`config.mk`:
```
export PLATFORM = sky130hd
export DESIGN_NAME = traffic_phase_ctrl_flat
export DESIGN_NICKNAME = d
export VERILOG_FILES = /design/src/rtl/traffic_pkg.sv /design/src/rtl/traffic_phase_ctrl_if.sv /design/src/rtl/phase_timer.sv /design/src/rtl/traffic_phase_ctrl.sv /design/src/flat_wrapper.sv
export SDC_FILE = /design/constraint.sdc
export NUM_CORES = 1
export LEC_CHECK = 0
export BUFFER_PORTS_ARGS = -buffer_cell sky130_fd_sc_hd__clkbuf_2
export CAP_MARGIN = 15
export CORE_UTILIZATION = 55
export DETAILED_ROUTE_END_ITERATION = 10
export PLACE_DENSITY_LB_ADDON = 0.1
export RECOVER_POWER = 100
export SETUP_SLACK_MARGIN = 0.1
export SLEW_MARGIN = 15
export SYNTH_ARGS = -nofsm -noshare
export SYNTH_HDL_FRONTEND = slang
export SYNTH_SLANG_ARGS = --single-unit
```
`constraint.sdc`:
```
create_clock -name clk -period 3.1 [get_ports clk]
set_clock_uncertainty 0.2 [all_clocks]
set_input_delay 0.155 -clock clk [delete_from_list [all_inputs] [get_ports clk]]
set_output_delay 0.155 -clock clk [all_outputs]
set_load 0.02 [all_outputs]
```
`src/rtl/traffic_pkg.sv`:
```
// Shared types for the traffic phase controller: phase encoding, lamp bundles
// and an elaboration-time parameter legality check.
package traffic_pkg;

  typedef enum logic [2:0] {
    S_NS_G = 3'd0,
    S_NS_Y = 3'd1,
    S_AR_A = 3'd2,
    S_EW_G = 3'd3,
    S_EW_Y = 3'd4,
    S_AR_B = 3'd5
  } phase_t;

  typedef struct packed {
    logic red;
    logic yellow;
    logic green;
  } lamp_t;

  typedef struct packed {
    lamp_t ns;
    lamp_t ew;
  } lamps_t;

  localparam lamp_t LAMP_RED    = '{red: 1'b1, yellow: 1'b0, green: 1'b0};
  localparam lamp_t LAMP_YELLOW = '{red: 1'b0, yellow: 1'b1, green: 1'b0};
  localparam lamp_t LAMP_GREEN  = '{red: 1'b0, yellow: 1'b0, green: 1'b1};

  function automatic lamps_t decode_lamps(input phase_t p);
    lamps_t l;
    l.ns = LAMP_RED;
    l.ew = LAMP_RED;
    case (p)
      S_NS_G:  l.ns = LAMP_GREEN;
      S_NS_Y:  l.ns = LAMP_YELLOW;
      S_EW_G:  l.ew = LAMP_GREEN;
      S_EW_Y:  l.ew = LAMP_YELLOW;
      default: ;
    endcase
    return l;
  endfunction

  function automatic bit params_legal(input int ns_g, input int ew_g, input int yel,
                                      input int ar, input int min_g, input int cnt_w);
    int mx;
    mx = ns_g;
    if (ew_g > mx) mx = ew_g;
    if (yel > mx) mx = yel;
    if (ar > mx) mx = ar;
    return (min_g >= 1) && (min_g <= ns_g) && (min_g <= ew_g) &&
           (yel >= 1) && (ar >= 1) && (cnt_w >= 1) && (cnt_w < 31) &&
           ((1 << cnt_w) > mx);
  endfunction

endpackage

```
`src/rtl/traffic_phase_ctrl_if.sv`:
```
// Bundle of tick, detector, lamp and debug signals between the controller
// (slave) and its environment (master).
interface traffic_phase_ctrl_if #(
  parameter int CNT_W = 6
);
  logic             tick;
  logic             NS_VEHICLE_DETECT;
  logic             EW_VEHICLE_DETECT;
  logic             NS_RED;
  logic             NS_YELLOW;
  logic             NS_GREEN;
  logic             EW_RED;
  logic             EW_YELLOW;
  logic             EW_GREEN;
  logic [2:0]       phase;
  logic [CNT_W-1:0] elapsed;

  modport master (
    output tick, NS_VEHICLE_DETECT, EW_VEHICLE_DETECT,
    input  NS_RED, NS_YELLOW, NS_GREEN, EW_RED, EW_YELLOW, EW_GREEN, phase, elapsed
  );

  modport slave (
    input  tick, NS_VEHICLE_DETECT, EW_VEHICLE_DETECT,
    output NS_RED, NS_YELLOW, NS_GREEN, EW_RED, EW_YELLOW, EW_GREEN, phase, elapsed
  );
endinterface

```
`src/rtl/phase_timer.sv`:
```
// Shared phase timer: counts ticks since the last clear, saturating at limit.
module phase_timer #(
  parameter int CNT_W = 6
) (
  input  logic             clk,
  input  logic             rst_n,
  input  logic             clear,
  input  logic             tick_en,
  input  logic [CNT_W-1:0] limit,
  output logic [CNT_W-1:0] elapsed
);

  logic [CNT_W-1:0] elapsed_reg;
  logic [CNT_W-1:0] elapsed_next;

  always_comb begin
    elapsed_next = elapsed_reg;
    if (clear) begin
      elapsed_next = '0;
    end else if (tick_en && (elapsed_reg < limit)) begin
      elapsed_next = elapsed_reg + 1'b1;
    end
  end

  always_ff @(posedge clk or negedge rst_n) begin
    if (!rst_n) begin
      elapsed_reg <= '0;
    end else begin
      elapsed_reg <= elapsed_next;
    end
  end

  assign elapsed = elapsed_reg;

endmodule

```
`src/rtl/traffic_phase_ctrl.sv`:
```
// Self-timed NS/EW phase controller with min-green, gap-out, latched EW
// requests and all-red clearance; lamps are registered from the next state.
module traffic_phase_ctrl
  import traffic_pkg::*;
#(
  parameter int NS_GREEN_T  = 32,
  parameter int EW_GREEN_T  = 16,
  parameter int YELLOW_T    = 4,
  parameter int ALLRED_T    = 1,
  parameter int MIN_GREEN_T = 4,
  parameter int CNT_W       = 6
) (
  input logic                clk,
  input logic                rst_n,
  traffic_phase_ctrl_if.slave bus
);

  generate
    if (!params_legal(NS_GREEN_T, EW_GREEN_T, YELLOW_T, ALLRED_T, MIN_GREEN_T, CNT_W)) begin : g_bad_params
      $error("traffic_phase_ctrl: illegal timing parameters");
    end
  endgenerate

  // Compare against e1 at CNT_W+1 bits so a saturated counter cannot wrap.
  localparam logic [CNT_W:0]   NS_GREEN_E = (CNT_W+1)'(NS_GREEN_T);
  localparam logic [CNT_W:0]   EW_GREEN_E = (CNT_W+1)'(EW_GREEN_T);
  localparam logic [CNT_W:0]   YELLOW_E   = (CNT_W+1)'(YELLOW_T);
  localparam logic [CNT_W:0]   ALLRED_E   = (CNT_W+1)'(ALLRED_T);
  localparam logic [CNT_W:0]   MIN_E      = (CNT_W+1)'(MIN_GREEN_T);
  localparam logic [CNT_W-1:0] NS_SAT     = CNT_W'(NS_GREEN_T);

  phase_t           state_reg, state_next;
  logic             ew_req_reg, ew_req_next;
  lamps_t           lamps_reg;
  logic [CNT_W-1:0] elapsed;
  logic [CNT_W:0]   e1;
  logic             req;
  logic             timer_clear;
  logic [CNT_W-1:0] timer_limit;

  assign e1  = {1'b0, elapsed} + 1'b1;
  assign req = ew_req_reg | bus.EW_VEHICLE_DETECT;

  always_comb begin
    state_next  = state_reg;
    ew_req_next = ew_req_reg | bus.EW_VEHICLE_DETECT;
    timer_limit = (state_reg == S_NS_G) ? NS_SAT : '1;
    if (bus.tick) begin
      case (state_reg)
        S_NS_G: if (req && ((e1 >= NS_GREEN_E) ||
                            ((e1 >= MIN_E) && !bus.NS_VEHICLE_DETECT)))
                  state_next = S_NS_Y;
        S_NS_Y: if (e1 == YELLOW_E) state_next = S_AR_A;
        S_AR_A: if (e1 == ALLRED_E) state_next = S_EW_G;
        S_EW_G: if ((e1 >= EW_GREEN_E) ||
                    ((e1 >= MIN_E) && !bus.EW_VEHICLE_DETECT))
                  state_next = S_EW_Y;
        S_EW_Y: if (e1 == YELLOW_E) state_next = S_AR_B;
        S_AR_B: if (e1 == ALLRED_E) state_next = S_NS_G;
        default: state_next = S_NS_G;
      endcase
    end
    timer_clear = (state_next != state_reg);
    // Entering EW green serves the request; clearing wins over a same-clock set.
    if (timer_clear && (state_next == S_EW_G)) ew_req_next = 1'b0;
  end

  always_ff @(posedge clk or negedge rst_n) begin
    if (!rst_n) begin
      state_reg  <= S_NS_G;
      ew_req_reg <= 1'b0;
      lamps_reg  <= decode_lamps(S_NS_G);
    end else begin
      state_reg  <= state_next;
      ew_req_reg <= ew_req_next;
      lamps_reg  <= decode_lamps(state_next);
    end
  end

  phase_timer #(.CNT_W(CNT_W)) u_timer (
    .clk     (clk),
    .rst_n   (rst_n),
    .clear   (timer_clear),
    .tick_en (bus.tick),
    .limit   (timer_limit),
    .elapsed (elapsed)
  );

  assign bus.NS_RED    = lamps_reg.ns.red;
  assign bus.NS_YELLOW = lamps_reg.ns.yellow;
  assign bus.NS_GREEN  = lamps_reg.ns.green;
  assign bus.EW_RED    = lamps_reg.ew.red;
  assign bus.EW_YELLOW = lamps_reg.ew.yellow;
  assign bus.EW_GREEN  = lamps_reg.ew.green;
  assign bus.phase     = state_reg;
  assign bus.elapsed   = elapsed;

endmodule

```
`src/flat_wrapper.sv`:
```
// flat-port wrapper written by rule: the top's interface ports become plain ports
module traffic_phase_ctrl_flat import traffic_pkg::*;
#(
  parameter int NS_GREEN_T  = 32,
  parameter int EW_GREEN_T  = 16,
  parameter int YELLOW_T    = 4,
  parameter int ALLRED_T    = 1,
  parameter int MIN_GREEN_T = 4,
  parameter int CNT_W       = 6
)
  (clk, rst_n, bus_tick, bus_NS_VEHICLE_DETECT, bus_EW_VEHICLE_DETECT, bus_NS_RED, bus_NS_YELLOW, bus_NS_GREEN, bus_EW_RED, bus_EW_YELLOW, bus_EW_GREEN, bus_phase, bus_elapsed);
  traffic_phase_ctrl_if #(.CNT_W(CNT_W)) bus_i ();
  input logic clk;
  input logic rst_n;
  input wire logic [$bits(bus_i.tick)-1:0] bus_tick;
  input wire logic [$bits(bus_i.NS_VEHICLE_DETECT)-1:0] bus_NS_VEHICLE_DETECT;
  input wire logic [$bits(bus_i.EW_VEHICLE_DETECT)-1:0] bus_EW_VEHICLE_DETECT;
  output wire logic [$bits(bus_i.NS_RED)-1:0] bus_NS_RED;
  output wire logic [$bits(bus_i.NS_YELLOW)-1:0] bus_NS_YELLOW;
  output wire logic [$bits(bus_i.NS_GREEN)-1:0] bus_NS_GREEN;
  output wire logic [$bits(bus_i.EW_RED)-1:0] bus_EW_RED;
  output wire logic [$bits(bus_i.EW_YELLOW)-1:0] bus_EW_YELLOW;
  output wire logic [$bits(bus_i.EW_GREEN)-1:0] bus_EW_GREEN;
  output wire logic [$bits(bus_i.phase)-1:0] bus_phase;
  output wire logic [$bits(bus_i.elapsed)-1:0] bus_elapsed;
  assign bus_i.tick = bus_tick;
  assign bus_i.NS_VEHICLE_DETECT = bus_NS_VEHICLE_DETECT;
  assign bus_i.EW_VEHICLE_DETECT = bus_EW_VEHICLE_DETECT;
  assign bus_NS_RED = bus_i.NS_RED;
  assign bus_NS_YELLOW = bus_i.NS_YELLOW;
  assign bus_NS_GREEN = bus_i.NS_GREEN;
  assign bus_EW_RED = bus_i.EW_RED;
  assign bus_EW_YELLOW = bus_i.EW_YELLOW;
  assign bus_EW_GREEN = bus_i.EW_GREEN;
  assign bus_phase = bus_i.phase;
  assign bus_elapsed = bus_i.elapsed;
  traffic_phase_ctrl #(.NS_GREEN_T(NS_GREEN_T), .EW_GREEN_T(EW_GREEN_T), .YELLOW_T(YELLOW_T), .ALLRED_T(ALLRED_T), .MIN_GREEN_T(MIN_GREEN_T), .CNT_W(CNT_W)) u_core (.clk(clk), .rst_n(rst_n), .bus(bus_i));
endmodule
```
==> out/results.ini <==
[worst_setup_path]
cp_cell_sequence=clkbuf_1, ha_4, or4b_4, o31ai_4, nor2_1, nor4b_2, a311oi_2, a221o_2, a21oi_4, a31oi_1
critPathRequiredTime_ps=3040
slowest_stage=or4b_4
rr_endpoint=u_core.ew_req_reg
reg2regPathDepth=10
reg2reg_slack_ps=130
rr_startpoint=u_core.u_timer.elapsed[1]
worst_setup_path_end_kind=flop
cp-startpoint=u_core.u_timer.elapsed[1]
crit_end=u_core.ew_req_reg
worstSetupStartpointType=flop
worstPathMaxFanout=8
cp.arrival_ps=2910
max_stage_delay_ps=500
path_class=reg -> reg

[synth]
yosysTopAreaCellShare_pct=28.5
syn_nets=141
synthTopCellsByArea=dfrtp_1 (28%), ha_1 (7.1%), dfstp_2 (4.3%)
synth_edf_count=0
syn_avg_cell_area_um2=9.54
ys_warn_count=0
async_reset_ff_share_pct=100
yosys_register_bits=16
yosysTopAreaCell=dfrtp_1
ys_seq_area_share_pct=32.7
ys_types=52
synth_flop_cell=dfrtp_1
synthesis.area_mm2=0.00123
postSynthCellCount=129

[route]
via_count=1200
drt_iter0_markers=33
dr.pass1.iters=4
drc_errors=0
wl_per_cell_um=16.0
wirelength_um=3100
via_per_inst=6.19
ant_nets=0

[power_and_ir_drop]
pwr-share-seq_pct=24.0
p_leak_uw=0.000637
ir_drop_v=0.000792
p_sw_uw=854
p_int_uw=868
p_per_area_mw_per_mm2=1130
p_comb_share_pct=68.4
switching_share_pct=49.6
p_clk_share_pct=7.6

[min_path]
min_path_type=in -> async

[grt]
overflow=0
grt_use_total_pct=25.0
antenna_found_initial=0
grt_pass1_wl_um=4650
grt_pass1_vias=1014
grt_max_degree=17

[die]
die_height_um=49.3
die_x_um=49.3
initial_utilization_pct=60.3
num_rows=16
core_area_mm2=0.00204
die_area_mm2=0.00243
io_pins=20

[finish]
syn_to_final_growth_pct=23.4
final_nets=180
largest_reg_flops=6
drive_gt1_share_pct=29.3
diodes=0

[sta]
hold_viol=0
timing.hold.ws_ps=279
tightest_slew_ps=818
max_freq_mhz=337
setup_viol=0
rsz0062_at_grt=true
finalSetupTns_ps=0
slew_headroom_pct=45.4
period_share_pct=95.8
min_period_ps=2970
maxSlewViolCount=0

[place]
port_buffers=19
routabilityCongestion=0.818
dp_hpwl_um=2020

[cts]
cts_buffers=3
clock-sinks=16
clockRootBuffer=clkbuf_4
cts.clk_slew.worst_paths_ps=80
cts_tree=yes
clock_latency_ps=280
clock_path_buffers=2
htree_levels=1

[outcome]
status=complete, no violations

[run]
drv_cap=0

==> critical path: cells and delay by family (launching register included) <==
family | cells | cell delay (ps)
flip-flops | 1 | 400
adder cells (fa/ha/maj) | 1 | 200
buffers and inverters | 1 | 130
AND/OR/NAND/NOR | 3 | 900
AO/OA/AOI/OAI | 5 | 990
==> worst min path at each step <==
stage	startpoint	endpoint	slack, ps	depth (start not counted)
3_5_place_dp	rst_n	u_core.bus.EW_GREEN	-110	1
2_1_floorplan	rst_n	u_core.bus.EW_GREEN	-340	0
4_1_cts	rst_n	u_core.u_timer.elapsed[1]	120	2
6_report	rst_n	u_core.bus.NS_YELLOW	280	2
5_1_grt	rst_n	u_core.bus.NS_YELLOW	350	2
3_3_place_gp	rst_n	u_core.bus.EW_GREEN	-120	1
==> synth_stat cells (all sizes together) (2+ instances only) <==
cell type / n
nand3: 7
and2b: 2
o21a: 6
clkbuf: 4
nand4: 2
a21oi: 8
dfstp: 2
o31ai: 6
buf: 3
nor3: 4
or4: 3
nand2: 8
mux2i: 2
a31oi: 3
o21ai: 5
ha: 7
nor2: 8
inv: 9
dfrtp: 14
and2: 2
==> power groups by stage <==
stage / sequential, µW / combinational, µW / clock [µW]
after CTS: 407 / 1010 / 137
final: 414 / 1180 / 131
after global routing: 426 / 1280 / 143
after floorplan: 486 / 679 / 0
after global placement: 399 / 973 / 0
after detailed placement: 405 / 997 / 0
==> placed cells by master, fill, tap and decap left out, drive strengths merged, types with 2 or more instances in the layout <==
cell,n
clkbuf,28
dfrtp,14
buf,14
inv,9
nand2,8
nor2,8
a21oi,8
nand3,7
ha,7
o21a,6
o31ai,6
o21ai,5
nor3,4
a31oi,3
or4,3
dlygate4sd3,3
nand4,2
mux2i,2
and2b,2
dfstp,2
and2,2
==> timing repair <==
item / 4_1_cts / 5_1_grt
pin swaps: 0 / 7
gates resized for setup: 1 / 11
setup endpoints to repair: 1 / 5
hold buffers: 3 / 0
hold endpoints to repair: 18 / 0
buffers inserted: 0 / 14
==> cell type report <==
| cell class | count | area (µm²) |
|---|---|---|
| clock buffers | 4 | 36.3 |
| fillers | 166 | 523 |
| inverters | 9 | 33.8 |
| multi-input cells | 97 | 771 |
| flip-flops and latches | 16 | 403 |
| well taps | 27 | 33.8 |
| repair buffers | 41 | 241 |
==> logic make-up (layout without fill, tap and decap cells) <==
logic type               count (synthesis)  after routing  synth area share (%)
AND/OR/NAND/NOR                         47             47                  23.6
buffers and inverters                   16             54                  7.83
flip-flops                              16             16                  32.7
multiplexers                             2              2                  1.63
adder cells (fa/ha/maj)                  7              7                  7.11
AO/OA/AOI/OAI                           41             41                  27.1
==> routing by layer <==
layer	global-route usage, %	vias to the layer above	share of wire, %	routed length, µm
li1	-	563	-	-
met1	35.1	572	45	1400
met2	39.3	54	48	1490
met3	1.87	11	5.0	156
met4	10.8	0	2.0	62
met5	0	-	0	0
==> through the flow <==
| stage | total power, µW | instance area, µm² | cells | util [%] | setup slack (ps) |
|---|---|---|---|---|---|
| final | 1720 | 1520 | 194 | 74.4 | 130 |
| after global routing | 1840 | 1520 | 194 | 74.4 | 50.0 |
| after CTS | 1550 | 1410 | 180 | 68.9 | 178 |
| after detailed placement | 1400 | 1340 | 173 | 65.4 | 121 |
| after global placement | 1370 | 1340 | 173 | 65.4 | 140 |
| after floorplan | 1170 | 1230 | 129 | - | 213 |
Note: power is estimated with default switching activity, not from simulation.
